<file path="src/rtl/im_boot_ctrl.sv">
// Boot-time loader: streams a host program image into instruction memory while
// holding the core in reset, then releases it. Tracks word count, XOR checksum
// and a truncation flag for host-side verification.
module im_boot_ctrl #(
  parameter int NMEM = 128,
  parameter int AW   = 7
) (
  input  logic          clk,
  input  logic          reset,
  input  logic          host_start,
  input  logic          host_valid,
  input  logic [31:0]   host_data,
  input  logic          host_last,
  output logic          host_ready,
  output logic          im_we,
  output logic [AW-1:0] im_waddr,
  output logic [31:0]   im_wdata,
  output logic          cpu_rst,
  output logic [AW:0]   load_count,
  output logic [31:0]   load_sum,
  output logic          load_err,
  output logic [1:0]    state
);

  typedef enum logic [1:0] {
    ST_IDLE  = 2'd0,
    ST_LOAD  = 2'd1,
    ST_FLUSH = 2'd2,
    ST_RUN   = 2'd3
  } state_t;

  // Count value at which the next accept fills the memory.
  localparam logic [AW:0] LAST_CNT = (AW+1)'(NMEM - 1);

  state_t          state_q, state_d;
  logic            im_we_q, im_we_d;
  logic [AW-1:0]   im_waddr_q, im_waddr_d;
  logic [31:0]     im_wdata_q, im_wdata_d;
  logic [AW:0]     load_count_q, load_count_d;
  logic [31:0]     load_sum_q, load_sum_d;
  logic            load_err_q, load_err_d;
  logic            accept;
  logic            mem_full;

  // host_start takes priority, so no word is taken in a restart cycle.
  assign host_ready = (state_q == ST_LOAD) && !host_start;
  assign accept     = host_valid && host_ready;
  assign mem_full   = (load_count_q == LAST_CNT);

  always_comb begin
    state_d      = state_q;
    im_we_d      = 1'b0;
    im_waddr_d   = im_waddr_q;
    im_wdata_d   = im_wdata_q;
    load_count_d = load_count_q;
    load_sum_d   = load_sum_q;
    load_err_d   = load_err_q;
    if (host_start) begin
      state_d      = ST_LOAD;
      load_count_d = '0;
      load_sum_d   = '0;
      load_err_d   = 1'b0;
    end else begin
      unique case (state_q)
        ST_IDLE: state_d = ST_IDLE;
        ST_LOAD: begin
          if (accept) begin
            im_we_d      = 1'b1;
            im_waddr_d   = load_count_q[AW-1:0];
            im_wdata_d   = host_data;
            load_count_d = load_count_q + 1'b1;
            load_sum_d   = load_sum_q ^ host_data;
            if (host_last || mem_full) begin
              state_d = ST_FLUSH;
            end
            if (!host_last && mem_full) begin
              load_err_d = 1'b1;
            end
          end
        end
        ST_FLUSH: state_d = ST_RUN;
        ST_RUN:   state_d = ST_RUN;
        default:  state_d = ST_IDLE;
      endcase
    end
  end

  always_ff @(posedge clk or posedge reset) begin
    if (reset) begin
      state_q      <= ST_IDLE;
      im_we_q      <= 1'b0;
      im_waddr_q   <= '0;
      im_wdata_q   <= '0;
      load_count_q <= '0;
      load_sum_q   <= '0;
      load_err_q   <= 1'b0;
    end else begin
      state_q      <= state_d;
      im_we_q      <= im_we_d;
      im_waddr_q   <= im_waddr_d;
      im_wdata_q   <= im_wdata_d;
      load_count_q <= load_count_d;
      load_sum_q   <= load_sum_d;
      load_err_q   <= load_err_d;
    end
  end

  assign im_we      = im_we_q;
  assign im_waddr   = im_waddr_q;
  assign im_wdata   = im_wdata_q;
  assign cpu_rst    = (state_q != ST_RUN);
  assign load_count = load_count_q;
  assign load_sum   = load_sum_q;
  assign load_err   = load_err_q;
  assign state      = state_q;

endmodule

</file>
<file path="config.mk">
export PLATFORM = sky130hd
export DESIGN_NAME = im_boot_ctrl
export DESIGN_NICKNAME = d
export VERILOG_FILES = /design/src/rtl/im_boot_ctrl.sv
export SDC_FILE = /design/constraint.sdc
export NUM_CORES = 1
export LEC_CHECK = 0
export ABC_AREA = 0
export CAP_MARGIN = 20
export CORE_ASPECT_RATIO = 0.8
export CORE_MARGIN = 8
export CORE_UTILIZATION = 45
export CTS_BUF_LIST = sky130_fd_sc_hd__clkbuf_2
export CTS_CLUSTER_SIZE = 14
export DETAILED_ROUTE_END_ITERATION = 10
export MAX_ROUTING_LAYER = met4
export PLACE_DENSITY = 0.9
export SLEW_MARGIN = 20
export SYNTH_ARGS = -nofsm -noshare
export SYNTH_HDL_FRONTEND = slang
export SYNTH_SLANG_ARGS = --single-unit
</file>
<file path="constraint.sdc">
create_clock -name clk -period 4.65 [get_ports clk]
set_input_delay 1.395 -clock clk [delete_from_list [all_inputs] [get_ports clk]]
set_output_delay 1.395 -clock clk [all_outputs]
set_load 0.05 [all_outputs]
</file>
=== Word level (Yosys, flattened, before mapping) ===
Cells that the tools add are included.

* Muxes and demuxes: 17
* $add $sub $neg: 1
* Reductions and logical operators: 15
* Equal/unequal tests: 7
* Bitwise gates (word level): 2

{| class="wikitable"
|+ Operators with widths
! kind !! number
|-
| two-way mux 32 bit || 3
|-
| bitwise XOR 32 bit || 1
|-
| two-way mux 8 bit || 3
|-
| adder 8 x 1 -> 8 bit, second input constant || 1
|-
| equality test 8 x 7 -> 1 bit, second input constant || 1
|-
| two-way mux 1 bit || 7
|-
| two-way mux 2 bit || 3
|-
| case mux 2 bit (3 select lines) || 1
|-
| AND reduction 3 bit || 2
|-
| nonzero test 2 bit || 3
|-
| equality test 2 bit, second input constant || 2
|-
| AND reduction 2 bit || 2
|-
| logical AND 1 bit || 3
|-
| inequality test 3 x 2 -> 1 bit, second input constant || 1
|-
| inequality test 3 bit, second input constant || 1
|-
| equality test 2 x 1 -> 1 bit, second input constant || 1
|-
| logical NOT 1 bit || 2
|-
| logical NOT 2 bit || 1
|-
| inequality test 2 bit, second input constant || 1
|-
| OR reduction 2 bit || 1
|-
| logical OR 1 bit || 1
|-
| inverter 1 bit || 1
|}

* Input port bits: 37
* Output and inout port bits: 85
* Logic and storage cells: 49
* Flip-flop bits (word level): 83

=== Logic depth before layout (Yosys ltp) ===
* Depth in word-level cells: 6
* Depth in mapped cells: 5
* Mapped depth without buffers: 4

=== Least setup slack after synthesis ===
No wires, ideal clock.

* Kind: input to output
* From: input host_start
* To: output host_ready
* Stages on the path: 2
* Path buffers: 1
* Arrival time: 2.708 ns
* Data required time: 3.255 ns
* Slack: 0.547 ns
* Cells stage by stage: buf_2 nor3b_1

* Longest elaborated chain between the ends: 2

{| class="wikitable"
|+ Ends and longest elaborated chain
! element !! line !! text
|-
| start: declaration || 10 || <nowiki>input logic host_start,</nowiki>
|-
| logical NOT 1 bit || 46 || <nowiki>assign host_ready = (state_q == ST_LOAD) && !host_start;</nowiki>
|-
| logical AND 1 bit || 46 ||
|-
| end: declaration || 14 || <nowiki>output logic host_ready,</nowiki>
|}

No other way between the ends.

=== Worst setup path after layout ===
Same ends and word-level chain as after synthesis.

==> load_flow_metrics.sql <==
INSERT INTO impl_metrics (metric_group, metric, value, unit) VALUES
('floorplanning', 'floorplan.rows', '29', ''),
('sta', 'timing_worst_slew_pin_value', '0.6582', 'ns'),
('finish', 'nFillCells', '632', ''),
('power_and_ir_drop', 'power_frac_comb', '38.5', '%'),
('worst_setup_path', 'crit_path_end_kind', 'output port', ''),
('place', 'post-dp-hpwl', '6865', 'µm'),
('synth', 'synthDistinctLibCells', '29', ''),
('power_and_ir_drop', 'power.sequential.fraction', '42.7', '%'),
('synth', 'post_synth_inst_count', '285', ''),
('global_routing', 'grt_first_pass_wirelength', '15270', 'µm'),
('power_and_ir_drop', 'clock_power_share', '18.8', '%'),
('sta', 'worst_slew_margin_rel', '56.12', '%'),
('finish', 'finalInstanceArea', '5022', 'µm²'),
('sta', 'fin_crit', '3.882', 'ns'),
('global_routing', 'grt_util_overall', '18.40', '%'),
('clock_tree', 'htreeDepth', '3', ''),
('synth', 'yosysSeqAreaShare', '57.40', '%'),
('power_and_ir_drop', 'p_int', '0.001225', 'W'),
('worst_setup_path', 'slowest_delay', '0.47', 'ns'),
('power_and_ir_drop', 'p_per_area', '412.0', 'nW/µm²'),
('global_routing', 'antenna_violations_before_repair', '0', ''),
('clock_tree', 'cts_tree', 'yes', ''),
('sta', 'finalClockSkew', '0.01678', 'ns'),
('clock_tree', 'insertion_delay', '0.53', 'ns'),
('synth', 'synth_area', '3618', 'µm²'),
('synth', 'yosys_warnings', '0', ''),
('drt', 'postRouteAntennaNets', '0', ''),
('floorplanning', 'io_pins', '122', ''),
('worst_setup_path', 'crit_path_cell_trace', 'clkdlybuf4s50_1, nor3b_1, buf_12', ''),
('power_and_ir_drop', 'worst_ir_drop_vdd', '0.3579', 'mV'),
('hold_path', 'hold_path_class', 'register to register', ''),
('power_and_ir_drop', 'leakage', '2.147', 'nW'),
('clock_tree', 'post_cts_resize_count', '0', ''),
('place', 'place.gp.congestion', '0.7723', ''),
('drt', 'detail_route.first_pass.iterations', '4', ''),
('outcome', 'outcome', 'completed', ''),
('sta', 'final.setup.tns', '0', 'ns'),
('worst_setup_path', 'critPathRequiredTime', '3.25', 'ns'),
('clock_tree', 'clock_sink_count', '83', ''),
('global_routing', 'global_route.overflow_total', '0', ''),
('clock_tree', 'clk_pin_slew_worst_paths', '0.22', 'ns'),
('clock_tree', 'clock-root-buffer', 'clkbuf_2', ''),
('drt', 'final_routed_drc_violation_total', '0', ''),
('synth', 'netlist.area_leader.share', '57.40', '%'),
('worst_setup_path', 'critical_path.slowest_cell', 'clkdlybuf4s50_1', ''),
('power_and_ir_drop', 'switchingPower', '0.0008442', 'W'),
('synth', 'ys_top_cells_by_area', 'dfrtp_1 (57%), mux2_1 (12%), nand4b_1 (8.2%), xor2_1 (8.2%), nor2_1 (3.7%)', ''),
('floorplanning', 'chipHeight', '96.21', 'µm'),
('floorplanning', 'initial_utilization', '45.96', '%'),
('sta', 'endpoints_failing_setup', '0', ''),
('worst_setup_path', 'crit_fanout', '3', ''),
('sta', 'max_freq', '257.6', 'MHz'),
('drt', 'totalWireLength', '9655', 'µm'),
('clock_tree', 'cts_hold_buffers', '0', ''),
('drt', 'routed-via-count', '2661', ''),
('sta', 'final_hold_viol_count', '0', ''),
('finish', 'final_net_count', '438', ''),
('finish', 'layout-area-overhead-vs-synth', '38.80', '%'),
('sta', 'min_period_over_period', '83.49', '%'),
('synth', 'number_of_synthesized_flops_with_an_enable_pin', '0', ''),
('global_routing', 'grt_start_max_net_pins', '44', ''),
('global_routing', 'first_global_vias', '2933', ''),
('place', 'portBuffers', '121', ''),
('finish', 'drive_above_1_share', '6.420', '%'),
('synth', 'synth_seq_cells', '83', ''),
('sta', 'rsz_0062_raised_after_global_routing', 'no', ''),
('synth', 'synthesis.area_per_instance', '12.70', 'µm²'),
('drt', 'via_per_inst', '5.187', ''),
('synth', 'postSynth.topFlopCell', 'dfrtp_1', ''),
('floorplanning', 'fp.coreArea', '7874', 'µm²'),
('clock_tree', 'worst_case_clock_buffer_depth', '2', '');
per-layer routing:
layer,up-vias,routed length (µm),track usage [%]
met3,8,639,7.085
li1,1219,-,-
met2,85,4921,31.06
met4,0,72,3.875
met1,1349,4022,20.40
met5,-,0,-
synthesized netlist by cell type (2+ instances only):
| master | number |
|---|---|
| a21oi_1 | 6 |
| buf_2 | 6 |
| buf_4 | 4 |
| buf_6 | 2 |
| clkbuf_1 | 11 |
| dfrtp_1 | 83 |
| inv_1 | 3 |
| mux2_1 | 40 |
| nand2_1 | 2 |
| nand3_1 | 3 |
| nand4b_1 | 34 |
| nor2_1 | 36 |
| nor3b_1 | 2 |
| o21ai_1 | 2 |
| o31ai_1 | 2 |
| or3_1 | 2 |
| or4_1 | 2 |
| xor2_1 | 34 |
path summary, 6_finish.rpt:
check / slack (ns) / from / to / cells past startpoint
worst min register to register: 0.52 / im_wdata[1] / im_wdata[1] / 1
worst min-delay path: 0.52 / im_wdata[1] / im_wdata[1] / 1
max in group asynchronous: 2.78 / reset / im_wdata[11] / 3
worst max-delay path: 0.77 / host_start / host_ready / 3
worst max register to register: 2.13 / state[0] / load_count[6] / 4
min in group asynchronous: 1.12 / reset / load_sum[16] / 2
critical path: cells and delay by family:
family,cells,cell delay [ns]
buffers and inverters,2,0.67
and+or+nand+nor,1,0.42
power by group through the flow:
stage	clock, W	sequential, W	combinational (W)
after detailed placement	0	0.000898	0.000801
after floorplan	0	0.00124	0.000165
after CTS	0.000403	0.000885	0.000805
after global routing	0.000430	0.000896	0.000835
final	0.000389	0.000884	0.000796
after global placement	0	0.000889	0.000787
through the flow:
stage	util, %	std cells	total power, W	worst slack, ns	hold WS, ns
final	63.79	513	0.002069	0.7676	0.5191
after global routing	63.79	513	0.002161	0.7428	0.5422
after CTS	63.74	513	0.002092	0.7835	0.5243
after detailed placement	62.20	497	0.001699	0.7909	0.4782
after global placement	62.20	497	0.001676	0.8146	0.4678
after floorplan	-	285	0.001402	0.5466	0.7661
layout make-up:
type | instances | area, µm² | area share, %
Sequential cell | 83 | 2077 | 41.36
Multi-Input combinational cell | 176 | 1410 | 28.08
Timing Repair Buffer | 127 | 1266 | 25.21
Tap cell | 108 | 135.1 | 2.691
Clock inverter | 7 | 76.32 | 1.520
Clock buffer | 9 | 45.04 | 0.8969
Inverter | 3 | 12.51 | 0.2491
state kept, by name, indices dropped and copies added (netlist names):
register	count
state	2
load_err	1
im_we	1
im_wdata	32
im_waddr	7
load_count	8
load_sum	32
cell usage in the layout, fill, tap and decap left out, drive strengths merged, types with 2 or more instances in the layout:
cell | Yosys | routed
clkdlybuf4s50 | 0 | 120
dfrtp | 83 | 83
mux2 | 40 | 40
nor2 | 36 | 36
nand4b | 34 | 34
xor2 | 34 | 34
clkbuf | 11 | 9
buf | 12 | 7
a21oi | 6 | 6
inv | 3 | 4
nand3 | 3 | 3
clkinv | 0 | 3
o21ai | 2 | 2
or3 | 2 | 2
nand2 | 2 | 2
o31ai | 2 | 2
or4 | 2 | 2
nor3b | 2 | 2
clkinvlp | 0 | 2
logic make-up (layout without fill, tap and decap cells):
family          count (synthesis)  in the layout  share of synthesized area, %
simple gates                   88             88                         15.53
flops                          83             83                         57.40
mux                            41             41                         12.72
xor+xnor                       34             34                         8.230
buf+inv                        26            146                         3.734
compound gates                 12             12                         2.040
fa+ha+maj                       1              1                        0.3457
Power figures use the tool's default switching activity.
